[config.mk]
export PLATFORM = sky130hd
export DESIGN_NAME = bbox_scanner
export DESIGN_NICKNAME = d
export VERILOG_FILES = /design/src/rtl/bbox_scanner.sv
export SDC_FILE = /design/constraint.sdc
export NUM_CORES = 1
export LEC_CHECK = 0
export BUFFER_PORTS_ARGS = -buffer_cell sky130_fd_sc_hd__buf_2
export CAP_MARGIN = 5
export CORE_MARGIN = 2
export CORE_UTILIZATION = 37
export CTS_CLUSTER_SIZE = 20
export DETAILED_ROUTE_END_ITERATION = 10
export PLACE_DENSITY = 0.72
export SLEW_MARGIN = 20
export SYNTH_ARGS = -nofsm -noshare
export SYNTH_HDL_FRONTEND = slang
export SYNTH_SLANG_ARGS = --single-unit
[constraint.sdc]
create_clock -name clk -period 4.5 [get_ports clk]
set_clock_uncertainty 0.1 [all_clocks]
set_input_delay 1.125 -clock clk [delete_from_list [all_inputs] [get_ports clk]]
set_output_delay 1.125 -clock clk [all_outputs]
set_load 0.005 [all_outputs]
[src/rtl/bbox_scanner.sv]
// bbox_scanner: latches a triangle, then streams every point of its bounding box in raster order.
// Optional BBOX_CLIP_EN clips the box to the screen and drops boxes that start off-screen.
module bbox_scanner #(
  parameter int MAX_RESOLUTION_X = 1920,
  parameter int MAX_RESOLUTION_Y = 1080,
  localparam int XW = $clog2(MAX_RESOLUTION_X),
  localparam int YW = $clog2(MAX_RESOLUTION_Y)
) (
  input  logic          clk,
  input  logic          rst,
  input  logic          tri_valid,
  output logic          tri_ready,
  input  logic [XW-1:0] tri_p1_x,
  input  logic [YW-1:0] tri_p1_y,
  input  logic [XW-1:0] tri_p2_x,
  input  logic [YW-1:0] tri_p2_y,
  input  logic [XW-1:0] tri_p3_x,
  input  logic [YW-1:0] tri_p3_y,
  output logic [XW-1:0] v_p1_x,
  output logic [YW-1:0] v_p1_y,
  output logic [XW-1:0] v_p2_x,
  output logic [YW-1:0] v_p2_y,
  output logic [XW-1:0] v_p3_x,
  output logic [YW-1:0] v_p3_y,
  output logic          pt_valid,
  input  logic          pt_ready,
  output logic [XW-1:0] pt_x,
  output logic [YW-1:0] pt_y,
  output logic          pt_last,
  output logic          busy
);
  typedef enum logic [1:0] {IDLE, SETUP, SCAN} state_t;
  state_t state, state_next;
  logic [XW-1:0] min_x, max_x, cur_x, bx_min, bx_max;
  logic [YW-1:0] max_y, cur_y, by_min, by_max;
  logic empty;
  always_comb begin
    bx_min = v_p1_x < v_p2_x ? v_p1_x : v_p2_x;
    bx_min = v_p3_x < bx_min ? v_p3_x : bx_min;
    bx_max = v_p1_x > v_p2_x ? v_p1_x : v_p2_x;
    bx_max = v_p3_x > bx_max ? v_p3_x : bx_max;
    by_min = v_p1_y < v_p2_y ? v_p1_y : v_p2_y;
    by_min = v_p3_y < by_min ? v_p3_y : by_min;
    by_max = v_p1_y > v_p2_y ? v_p1_y : v_p2_y;
    by_max = v_p3_y > by_max ? v_p3_y : by_max;
`ifdef BBOX_CLIP_EN
    empty  = bx_min > XW'(MAX_RESOLUTION_X - 1) || by_min > YW'(MAX_RESOLUTION_Y - 1);
    bx_max = bx_max > XW'(MAX_RESOLUTION_X - 1) ? XW'(MAX_RESOLUTION_X - 1) : bx_max;
    by_max = by_max > YW'(MAX_RESOLUTION_Y - 1) ? YW'(MAX_RESOLUTION_Y - 1) : by_max;
`else
    empty  = 1'b0;
`endif
  end
  assign tri_ready = state == IDLE;
  assign busy      = state != IDLE;
  assign pt_valid  = state == SCAN;
  assign pt_x      = cur_x;
  assign pt_y      = cur_y;
  assign pt_last   = pt_valid && cur_x == max_x && cur_y == max_y;
  always_comb begin
    state_next = state == IDLE  ? (tri_valid ? SETUP : IDLE) :
                 state == SETUP ? (empty ? IDLE : SCAN) :
                 (pt_ready && pt_last ? IDLE : SCAN);
  end
  always_ff @(posedge clk or posedge rst)
    if (rst) state <= IDLE;
    else state <= state_next;
  always_ff @(posedge clk or posedge rst) begin
    if (rst) begin
      {v_p1_x, v_p1_y, v_p2_x, v_p2_y, v_p3_x, v_p3_y} <= '0;
      {min_x, max_x, max_y, cur_x, cur_y} <= '0;
    end else begin
      if (tri_valid && tri_ready)
        {v_p1_x, v_p1_y, v_p2_x, v_p2_y, v_p3_x, v_p3_y} <=
          {tri_p1_x, tri_p1_y, tri_p2_x, tri_p2_y, tri_p3_x, tri_p3_y};
      if (state == SETUP) begin
        min_x <= bx_min;
        max_x <= bx_max;
        max_y <= by_max;
        cur_x <= bx_min;
        cur_y <= by_min;
      end else if (pt_valid && pt_ready && !pt_last) begin
        cur_x <= cur_x == max_x ? min_x : cur_x + 1'b1;
        cur_y <= cur_x == max_x ? cur_y + 1'b1 : cur_y;
      end
    end
  end
endmodule

==> impl_results.md <==
- Combinational power share: 0.161
- Clock share of power: 0.432
- Layout cells sized above 1: 0.2673
- CTS tree: built
- Final hold vios: 0
- Hold slack final: 406.3 ps
- H-Tree Depth: 4
- Hpwl dp: 17.92 mm
- Worst r2r src: v_p2_y[9]
- Achievable Freq: 235.8 MHz
- Drt total wl: 23.31 mm
- CP Max Fanout: 11
- Crit path kind: flop to flop
- Pin count of the biggest net entering global routing: 89
- Hold Path Cell Cnt: 2
- Sequential share of the synthesized area: 0.3866
- Min-delay src: max_x[9]
- Area share of the largest cell type after synthesis: 0.3866
- Clk_lat worst skew: 430 ps
- PortBufs: 161
- Crit path cell chain: inv_1, ha_1, and3_1, and3_4, a221oi_4, nand2_2, buf_4, mux2i_1, ha_1, a211oi_1, o21bai_1, a211oi_1, o21a_1, o31ai_4, buf_4, a211o_1
- Starting Density: 0.3775
- Vias in the first global route: 6784
- DRC marker count from the first detailed-route iteration: 415
- WP data required: 4710 ps
- Routed Antenna Nets: 0
- MaxCap Viol Count: 0
- Die X: 150.7 um
- Cell area power density: 329.3 mW/mm^2
- Post-synth top cells: dfrtp_1 (123), nand2_1 (95), o21ai_0 (69), ha_1 (66), a21oi_1 (51)
- Cell Area, Synth: 0.007961 mm^2
- Outcome: completed
- Sequential share of power: 0.406
- CTS buffer count: 17
- Pre-antenna DRT Iters: 5
- Worst slew margin: 0.4207
- Most frequent cell after synthesis: dfrtp_1
- Hold Path Class: flop to flop
- Worst r2r path cells: 16
- Synth cell types: 75
- Global-route wire length before repair: 37.35 mm
- Fin. max-slew vios: 0
- Grt ovf: 0
- Int Pwr: 2.306 mW
- Worst-Margin Slew: 868.9 ps
- Net Sw Power: 872.0 uW
- Mapped Cells: 828
- FFs w/ async S/R, synth: 1.000
- Core footprint: 0.02109 mm^2
- Drc violations: 0
- Wire per inst: 18.35 um
- Vias per inst: 5.469
- Final #Nets: 1119
- Vias post-DR: 6945
- Post-synth top flop: dfrtp_1
- Maximum VDD drop: 0.0002039 V
- Crit path arrival time: 4450 ps
- Die Ht: 150.7 um
- # hold bufs at CTS: 0
- Multi-input gate area in the final layout: 0.004526 mm^2
- Synth Register Bits: 123
- Minimum clock period: 4242 ps
- Lkg Pwr: 4.995 nW
- Register area: 0.003078 mm^2
- Global Route Usage Sum: 0.2125
- Placed Area: 0.009050 mm^2
- Inst Count DP: 1239
- Setup WS pre-CTS: 144.0 ps
- CP peak stage delay: 390 ps
- Sw frac: 0.2743
- # rows: 53
- Kind of cell adding the most delay to the critical path: compound AO/OA/AOI/OAI gates
- Syn. warnings: 0
- Io pins: 162
- Fin util: 0.4577
- Root Driver: clkbuf_16
- Die area: 0.02271 mm^2
- Final worst slack: 258.4 ps
- Overall power: 3.178 mW
- Setup TNS Final: 0 ps
- Fin cells: 1270
- RSZ-0062 raised after global routing: false
- Launch point of the worst path: v_p2_y[9]
- Initial antenna violation count: 1
- Final setup violation count: 0
- Syn avg cell area: 9.615 um^2
- CP Launch Type: flop
- Synth Net Count: 964
- Post-route cell area: 0.009652 mm^2
- Final worst path period share: 0.9426
- Syn-to-layout area delta: 21.23%
- Clock sink count: 123
- Fill count: 2061
- Synth area leaders: dfrtp_1 (39%), ha_1 (10%), mux2i_1 (4.9%)
- Critical Path Sink Type: flop
- Clock Path Buffers: 2
- Area leader, netlist: dfrtp_1
- Slowest CP cell: dfrtp_1
- Ant. Diodes: 0
- Worst path bufs/invs: 3
- RD Place Congestion: 0.8672
- Clock transition at path regs: 50 ps
- Crit path depth: 16
- EDFF count, synth: 0
==> kinds of logic after synthesis <==
group           count (synthesis)  synth area share
compound gates                233            0.1983
xor+xnor                       25           0.02750
fa+ha+maj                      66            0.1037
buf+inv                        86           0.04793
flops                         123            0.3866
mux                            75            0.1004
simple gates                  220            0.1355
==> power groups by stage <==
stage / registers [mW] / clock network [mW] / logic, mW
floorplan: 1.28 / 0 / 0.352
global placement: 1.31 / 0 / 0.509
detailed placement: 1.31 / 0 / 0.515
CTS: 1.29 / 1.39 / 0.517
global route: 1.30 / 1.44 / 0.577
finish: 1.29 / 1.37 / 0.512
==> worst reg2reg max path, stage by stage (launching register included) <==
cell,delay [ps]
dfrtp_1,390
inv_1,100
ha_1,310
and3_1,210
and3_4,190
a221oi_4,320
nand2_2,200
buf_4,220
mux2i_1,340
ha_1,330
a211oi_1,220
o21bai_1,100
a211oi_1,230
o21a_1,220
o31ai_4,180
buf_4,210
a211o_1,250
==> cell type report <==
cell class	count	area share
clock inverters	6	0.008815
inverters	44	0.01737
multi-input cells	619	0.4689
clock buffers	25	0.05237
well taps	275	0.03565
repair buffers	178	0.09800
flip-flops and latches	123	0.3189
==> flip-flops by register name (all words and copies together), names as in the netlist <==
name	flops
v_p1_y	11
min_x	11
v_p2_x	11
v_p3_x	11
max_x	11
v_p2_y	11
v_p3_y	11
pt_y	11
pt_x	11
v_p1_x	11
state	2
max_y	11
==> path summary, 6_finish.rpt <==
path	slack, ps	endpoint
hold / removal	410	max_x[9]
setup reg to reg	260	pt_y[8]
setup / recovery	260	pt_y[8]
max in group asynchronous	2620	max_x[5]
min in group asynchronous	760	v_p1_x[2]
hold reg to reg	410	max_x[9]
==> cell usage in the layout (no fill, tap or decap), types with 5 or more instances in the layout <==
cell type / instances
a211oi_1: 7
nand3_1: 18
inv_1: 42
o31ai_1: 9
clkbuf_16: 17
and2_1: 18
mux2i_1: 39
nor2_1: 34
a221o_1: 12
a32oi_1: 5
o211ai_1: 8
xor2_1: 13
buf_2: 161
nand3b_1: 5
clkbuf_8: 5
mux2_2: 32
ha_1: 66
and3_1: 7
o21ai_0: 69
nand2_1: 95
o21bai_1: 5
dfrtp_1: 123
buf_4: 16
a21o_1: 14
a21oi_1: 50
nand4_1: 15
a211o_1: 11
xnor2_1: 12
o31a_1: 5
o21ai_1: 5
==> per-layer routing <==
| layer | vias to the layer above | global-route usage | wire length (um) |
|---|---|---|---|
| li1 | 3349 | - | - |
| met5 | - | 0 | 17 |
| met3 | 35 | 0.04788 | 1464 |
| met1 | 3359 | 0.3161 | 11490 |
| met2 | 200 | 0.3016 | 9884 |
| met4 | 2 | 0.07383 | 456 |
==> timing repair <==
item | CTS | global route
endpoints found under the setup margin | 0 | 31
resized for setup | 0 | 4
setup buffers | 0 | 0
Power figures use the tool's default switching activity.
